===== config.mk =====
export PLATFORM = sky130hd
export DESIGN_NAME = bcd_display_engine
export DESIGN_NICKNAME = d
export VERILOG_FILES = /design/src/rtl/bcd_display_engine.sv
export SDC_FILE = /design/constraint.sdc
export NUM_CORES = 1
export LEC_CHECK = 0
export ABC_AREA = 1
export CAP_MARGIN = 20
export CORE_MARGIN = 5
export CORE_UTILIZATION = 50
export CTS_BUF_LIST = sky130_fd_sc_hd__clkbuf_4
export CTS_CLUSTER_SIZE = 20
export DETAILED_ROUTE_END_ITERATION = 7
export GPL_ROUTABILITY_DRIVEN = 0
export PLACE_DENSITY = 0.76
export SETUP_SLACK_MARGIN = 0.1
export SLEW_MARGIN = 25
export SYNTH_ARGS = -nofsm -noshare
export SYNTH_HDL_FRONTEND = slang
export SYNTH_SLANG_ARGS = --single-unit

===== constraint.sdc =====
create_clock -name clk -period 1.64 [get_ports clk]
set_clock_uncertainty 0.1 [all_clocks]
set_input_delay 0.246 -clock clk [delete_from_list [all_inputs] [get_ports clk]]
set_output_delay 0.246 -clock clk [all_outputs]
set_load 0.01 [all_outputs]

===== src/rtl/bcd_display_engine.sv =====
// bcd_display_engine: iterative double-dabble binary-to-seven-segment display driver.
// Leading-zero blanking is compiled in when DISP_BLANK_EN is defined.
module bcd_display_engine #(
  parameter int WIDTH          = 32,
  parameter int DIGITS         = 10,
  parameter bit SIGNED         = 1'b1,
  parameter bit SEG_ACTIVE_LOW = 1'b1
) (
  input  logic                clk,
  input  logic                rst_n,
  input  logic                start,
  input  logic [WIDTH-1:0]    value,
  output logic                busy,
  output logic                done,
  output logic                neg,
  output logic                overflow,
  output logic [7*DIGITS-1:0] seg
);

  localparam int BCDW = 4*DIGITS + 4;
  localparam int CW   = $clog2(WIDTH + 1);
  localparam logic [6:0] SEG_POL = {7{SEG_ACTIVE_LOW}};
`ifdef DISP_BLANK_EN
  localparam bit BLANK_EN = 1'b1;
`else
  localparam bit BLANK_EN = 1'b0;
`endif

  typedef enum logic [1:0] {S_IDLE, S_CONV, S_DONE} state_t;

  state_t              state_q;
  logic [WIDTH-1:0]    bin_q;
  logic [BCDW-1:0]     bcd_q;
  logic [CW-1:0]       cnt_q;
  logic                sticky_q;
  logic                neg_cap_q;
  logic                busy_q;
  logic                done_q;
  logic                neg_q;
  logic                overflow_q;
  logic [7*DIGITS-1:0] seg_q;

  function automatic logic [6:0] seg7(input logic [3:0] d);
    case (d)
      4'd0:    seg7 = 7'h3F;
      4'd1:    seg7 = 7'h06;
      4'd2:    seg7 = 7'h5B;
      4'd3:    seg7 = 7'h4F;
      4'd4:    seg7 = 7'h66;
      4'd5:    seg7 = 7'h6D;
      4'd6:    seg7 = 7'h7D;
      4'd7:    seg7 = 7'h07;
      4'd8:    seg7 = 7'h7F;
      4'd9:    seg7 = 7'h6F;
      default: seg7 = 7'h00;
    endcase
  endfunction

  // Most negative input negates to itself, which reads correctly as an unsigned magnitude.
  logic             neg_d;
  logic [WIDTH-1:0] mag_d;
  assign neg_d = SIGNED && value[WIDTH-1];
  assign mag_d = neg_d ? (~value + WIDTH'(1)) : value;

  logic [BCDW-1:0]  bcd_adj;
  logic [BCDW-1:0]  bcd_d;
  logic [WIDTH-1:0] bin_d;

  generate
    for (genvar gi = 0; gi <= DIGITS; gi++) begin : g_adj
      assign bcd_adj[4*gi +: 4] = (bcd_q[4*gi +: 4] >= 4'd5) ? bcd_q[4*gi +: 4] + 4'd3
                                                              : bcd_q[4*gi +: 4];
    end
  endgenerate

  assign {bcd_d, bin_d} = {bcd_adj[BCDW-2:0], bin_q, 1'b0};

  // A bit leaving the guard digit means the value needed even more digits.
  logic                ovf_d;
  logic [DIGITS:0]     nz_up;
  logic [7*DIGITS-1:0] seg_d;
  assign ovf_d = sticky_q | (bcd_q[BCDW-1 -: 4] != 4'd0);

  always_comb begin
    nz_up = '0;
    for (int k = DIGITS - 1; k >= 0; k--) begin
      nz_up[k] = nz_up[k+1] | (bcd_q[4*k +: 4] != 4'd0);
    end
  end

  generate
    for (genvar gi = 0; gi < DIGITS; gi++) begin : g_seg
      logic [6:0] pat;
      always_comb begin
        if (ovf_d) begin
          pat = 7'h40;
        end else if (BLANK_EN && (gi != 0) && !nz_up[gi]) begin
          pat = 7'h00;
        end else begin
          pat = seg7(bcd_q[4*gi +: 4]);
        end
      end
      assign seg_d[7*gi +: 7] = pat ^ SEG_POL;
    end
  endgenerate

  always_ff @(posedge clk or negedge rst_n) begin
    if (!rst_n) begin
      state_q    <= S_IDLE;
      bin_q      <= '0;
      bcd_q      <= '0;
      cnt_q      <= '0;
      sticky_q   <= 1'b0;
      neg_cap_q  <= 1'b0;
      busy_q     <= 1'b0;
      done_q     <= 1'b0;
      neg_q      <= 1'b0;
      overflow_q <= 1'b0;
      seg_q      <= {DIGITS{SEG_POL}};
    end else begin
      case (state_q)
        S_IDLE: begin
          done_q <= 1'b0;
          if (start) begin
            bin_q     <= mag_d;
            neg_cap_q <= neg_d;
            bcd_q     <= '0;
            sticky_q  <= 1'b0;
            cnt_q     <= CW'(WIDTH);
            busy_q    <= 1'b1;
            state_q   <= S_CONV;
          end
        end
        S_CONV: begin
          bcd_q    <= bcd_d;
          bin_q    <= bin_d;
          sticky_q <= sticky_q | bcd_adj[BCDW-1];
          cnt_q    <= cnt_q - 1'b1;
          if (cnt_q == CW'(1)) begin
            state_q <= S_DONE;
          end
        end
        S_DONE: begin
          seg_q      <= seg_d;
          neg_q      <= neg_cap_q;
          overflow_q <= ovf_d;
          done_q     <= 1'b1;
          busy_q     <= 1'b0;
          state_q    <= S_IDLE;
        end
        default: state_q <= S_IDLE;
      endcase
    end
  end

  assign busy     = busy_q;
  assign done     = done_q;
  assign neg      = neg_q;
  assign overflow = overflow_q;
  assign seg      = seg_q;

endmodule

Word level (Yosys, flattened, before mapping). Memories as Yosys holds them, arrays and structs flattened. Cells that the tools add are included.

Register bits: 160. ROM bits: 1120. Input bits: 35. Output and inout bits: 74. Word-level logic and storage cells: 107. Memories kept: 10.

Memory list: (no name shown) (words 16, bits a word 7, read ports 1, clocked after memory_dff 0, write ports 0, RTL line 44) `case (d)`; (no name shown) (words 16, bits a word 7, read ports 1, clocked after memory_dff 0, write ports 0, RTL line 44); (no name shown) (words 16, bits a word 7, read ports 1, clocked after memory_dff 0, write ports 0, RTL line 44); (no name shown) (words 16, bits a word 7, read ports 1, clocked after memory_dff 0, write ports 0, RTL line 44); (no name shown) (words 16, bits a word 7, read ports 1, clocked after memory_dff 0, write ports 0, RTL line 44); (no name shown) (words 16, bits a word 7, read ports 1, clocked after memory_dff 0, write ports 0, RTL line 44); 4 more memories.

Add/subtract/negate cells: 13. Magnitude comparators: 11. Equality and inequality tests: 5. Multiplexer cells: 36. Bitwise logic cells: 13. Reduce and logical (&&, ||, !) cells: 8.

Operator list (number): 44-bit case mux with 2 select lines (1); 7-bit 2-to-1 mux (10); 7-bit NOT (10); 32-bit 2-to-1 mux (2); 32-bit case mux with 2 select lines (1); 4-bit by 2-bit adder with 4-bit output, second input constant (11); 4-bit by 3-bit greater-or-equal comparator with 1-bit output, second input constant (11); 4-bit 2-to-1 mux (11); 44-bit 2-to-1 mux (1); 32-bit by 1-bit adder with 32-bit output, second input constant (1); 32-bit NOT (1); 6-bit case mux with 2 select lines (1); 2-bit AND reduction (4); 6-bit by 1-bit == test with 1-bit output, second input constant (1); 6-bit 2-to-1 mux (1); 1-bit case mux with 2 select lines (3); 6-bit by 1-bit subtractor with 6-bit output, second input constant (1); 2-bit 2-to-1 mux (2); 2-bit inequality test, second input constant (2); 2-bit case mux with 2 select lines (1); 2-bit nonzero test (2); 4-bit nonzero test (1); 2-bit by 1-bit == test with 1-bit output, second input constant (1); 2-bit == test, second input constant (1); other kinds (3) (5).

Logic depth before layout (Yosys ltp). Gate-level depths: netlist (run 1).

Word-level depth: 5. Gate-level depth with buffers: 11. Gate-level depth less buffers: 11.

Worst setup path before layout (run 1). OpenSTA, ideal clock, no wires.

Kind: reg-to-reg. Start: reg bcd_q[33]. End: reg bcd_q[34]. Setup time: 0.131 ns. Arrival time: 1.292 ns. Required time: 1.409 ns. Setup slack: 0.117 ns. Stages on the path, launching flop included: 10. Buffers on the path: 0. Clock period less this slack: 1.523 ns. Cells stage by stage: dfrtp_1 > inv_1 > ha_1 > inv_1 > nand2_1 > nand2_1 > a21oi_1 > inv_1 > o21ai_0 > o21ai_0.

Longest elaborated chain between the ends: 3. Elaborated cells between the ends (all ways): 4. Classes of those cells: add/sub (1); order compare (1); mux (2).

Ends and longest elaborated chain: start, declared (RTL line 33) `logic [BCDW-1:0] bcd_q;`; start signal, assigned (RTL line 111) `bcd_q <= '0;`; start signal, assigned (RTL line 127) `bcd_q <= '0;`; start signal, assigned (RTL line 135) `bcd_q <= bcd_d;`; 4-bit by 2-bit adder with 4-bit output or 4-bit by 3-bit greater-or-equal comparator with 1-bit output (tied branches) (RTL line 71) `assign bcd_adj[4*gi +: 4] = (bcd_q[4*gi +: 4] >= 4'd5) ? bcd_q[4*gi +: 4] + 4'd3`; 4-bit 2-to-1 mux (*) (RTL line 71); 44-bit case mux with 2 select lines (*) (RTL line 121) `case (state_q)`.

Every way passes the cells marked *; elsewhere a longest branch is shown, timed or not. A chain may end at the register's enable or synchronous reset.

Worst setup path after layout (run 1).
Start: reg bcd_q[21]. End: reg bcd_q[21].

Longest elaborated chain between the ends: 3.

Ends and longest elaborated chain (RTL line): 4-bit by 3-bit greater-or-equal comparator with 1-bit output (71); 4-bit 2-to-1 mux (71); 44-bit case mux with 2 select lines (121).

Every way passes these cells.

==> metrics.csv, run 1 <==
metric;value;unit
IR drop worst, VDD;0.400;mV
post-synth top area share;24.7;%
Max clock buf depth;2;
post-synthesis sequential area ratio;44.9;%
Total Power;6.91;mW
Logic pwr share;6.3;%
most frequent cells in the layout;nand2_1 (158), buf_4 (145), nor2_1 (113), nand3_1 (94), dfrtp_1 (85);
Die Span Y;145;µm
setup TNS;-0.0301;ns
largest net degree at the start of global routing;43;
vias per cell;5.46;
Critical Path Fanout Max;5;
Num CTS Buffers;17;
Tightest Pin Transition;0.395;ns
Power Internal;5.20;mW
Critical Path Source Type;register;
First-pass DRT Iterations;7;
Post-Syn Instances;1111;
Nets;1475;
initial antenna violation count;0;
Residual DRC;0;
# rows;49;
global-route wire length before repair;39300;µm
min-delay worst type;in -> async;
Post-DP HPWL;16200;µm
Switch Pwr;1.71;mW
Sw Share;24.8;%
clock network power share;36.5;%
via count;8823;
crit path DAT;2.05;ns
RSZ-0062 raised after global routing;yes;
commonest non-fill, non-tap cell in the layout;nand2_1;
final hold violation count;0;
antenna diode count;0;
IO buf count;108;
Skew-Pair Late Insertion Delay;0.57;ns
final core utilization;71.6;%
FF+latch count, synth;160;
syn_nets;1212;
vias in the first global route;8300;
busiest grt layer;met2;
die width;145;µm
GRT met3 Usage;3.96;%
GR Overflow Total;0;
Max stage delay on crit path;0.41;ns
Critical Path RT;2.02;ns
CTS root buf;clkbuf_4;
CTS clk-pin slew, worst paths;0.13;ns
post-synthesis cell area;9100;µm²
Final ANT Viol Nets;0;
leading post-synthesis cells by cell area;dfrtp_1 (25%), dfstp_2 (20%), ha_1 (9.1%), nand2_1 (7.4%), a21oi_1 (6.3%);
CP Class;reg -> reg;
pwr dens;538;nW/µm²
GR Util met1;28.6;%
Filler cells;1308;
Cell Chain, Critical Path;inv_2, buf_4, ha_2, a21oi_2, inv_2, a21oi_2, o21ai_1, o21ai_1;
Total GRT Usage;22.0;%
CTS H-tree lvls;4;
Reg power frac;57.2;%
MaxCap Viol Count;0;
leading area contributor after synthesis;dfrtp_1;
fin cells;1616;
status;complete, but fails checks;
leakage power;5.90;nW
area grow syn2layout;41.2;%
Rel. slew slack;73.7;%
Post-Place Setup Slack;-0.375;ns
CP max-delay cell;dfrtp_1;
IO Pins;109;
1st-iter DRT viols;624;
average wire per cell in the routed design;15.9;µm
Clock Sinks;160;
share of layout cells above drive strength 1;37.5;%
Slew Viols, Final;0;
Starting Density;50.7;%
Post-Route WL;25700;µm
min Tclk post-route;1.67;ns
Worst setup EP type;register;
syn avg cell area;8.19;µm²
Tcrit/Tclk final;102;%
Netlist cell types;31;
met2 usage;37.6;%
DIE AREA;21000;µm²
CORE AREA;18000;µm²
Inst Count DP;1524;
# setup viols final;1;
Max Freq;0.599;GHz
failing checks;negative setup slack;
worst setup margin;-0.0301;ns
CTS tree;built;
Syn. warnings;0;
-- cells by family after synthesis --
group,count (synthesis),synth area share [%]
AO/OA/AOI/OAI,301,18.3
adder cells (fa/ha/maj),66,9.07
XOR/XNOR,20,1.92
buffers and inverters,144,6.12
AND/OR/NAND/NOR,420,19.6
flip-flops,160,44.9
-- Yosys cell counts, drive strengths merged --
| library cell | n |
|---|---|
| ha | 66 |
| a31oi | 11 |
| o22ai | 2 |
| nor2 | 128 |
| a21boi | 1 |
| a22oi | 25 |
| o21ai | 121 |
| nand2 | 179 |
| o211ai | 13 |
| and2 | 1 |
| xor2 | 17 |
| dfrtp | 90 |
| buf | 13 |
| nor3 | 3 |
| nand3b | 1 |
| o221ai | 1 |
| or2 | 11 |
| o32ai | 11 |
| a21oi | 115 |
| clkbuf | 25 |
| nand4 | 3 |
| dfstp | 70 |
| xnor2 | 3 |
| o21bai | 1 |
| inv | 98 |
| nand3 | 94 |
| clkinv | 8 |
-- power groups by stage --
stage	sequential, mW	clock [mW]	combinational, mW
6_report	3.96	2.52	0.435
5_1_grt	3.96	2.71	0.486
4_1_cts	3.96	2.56	0.437
3_5_place_dp	4.02	0	0.434
3_3_place_gp	4.02	0	0.427
2_1_floorplan	4.02	0	0.125
-- registers in the layout, summed over array words and instances, names as in the netlist --
register and flops:
bcd_q 44, bin_q 32, busy 1, cnt_q 6
done 1, neg 1, neg_cap_q 1, overflow 1
seg 70, state_q 2, sticky_q 1
-- stage by stage --
step | area (µm²) | hold WS (ns)
after floorplan | 9100 | -0.150
after global placement | 11300 | 0.0823
after detailed placement | 11300 | 0.0865
after CTS | 11900 | 0.0165
after global routing | 12900 | 0.0488
final | 12900 | 0.0443
-- path summary, 6_finish.rpt --
kind,slack (ns),depth (start not counted),start,endpoint
setup / recovery,-0.03,8,bcd_q[21],bcd_q[21]
hold / removal,0.04,2,rst_n,bcd_q[31]
setup reg to reg,-0.03,8,bcd_q[21],bcd_q[21]
hold reg to reg,0.39,2,neg,neg
max in group asynchronous,0.77,3,rst_n,seg[5]
min in group clk,0.23,4,value[27],bin_q[27]
-- critical path: cells and delay by family (launching register included) --
family / cells / cell delay [ns]
compound gates: 4 / 0.58
fa+ha+maj: 1 / 0.18
flops: 1 / 0.41
buf+inv: 3 / 0.31
-- metal layers --
layer / vias up / wire (µm) / share of wire (%)
met2: 254 / 13100 / 51
met1: 4238 / 10900 / 43
met4: 0 / 493 / 1.9
li1: 4284 / - / -
met5: - / 0 / 0
met3: 47 / 1170 / 4.6
-- layout make-up --
| type | instances | area (µm²) | area share [%] |
|---|---|---|---|
| clock inverter | 15 | 170 | 1.32 |
| multi-input combinational | 807 | 5050 | 39.3 |
| timing repair buffer | 282 | 2710 | 21.1 |
| tap | 229 | 287 | 2.23 |
| inverter | 106 | 417 | 3.24 |
| sequential | 160 | 4100 | 31.9 |
| clock buffer | 17 | 128 | 0.993 |
-- repair_timing --
| action | in CTS | in global routing |
|---|---|---|
| gates cloned | 1 | 1 |
| hold buffers | 1 | 0 |
| endpoints found under the setup margin | 166 | 206 |
| buffers inserted | 17 | 41 |
| gates resized for setup | 389 | 207 |
| pin swaps | 3 | 35 |
| endpoints found under the hold margin | 111 | 0 |
Power figures use the tool's default switching activity.
==> run 2: changes to the inputs <==
SLEW_MARGIN = 20   (was 25)
==> results of run 2 <==
Final layout, timing and power as in run 1 (identical DEF).
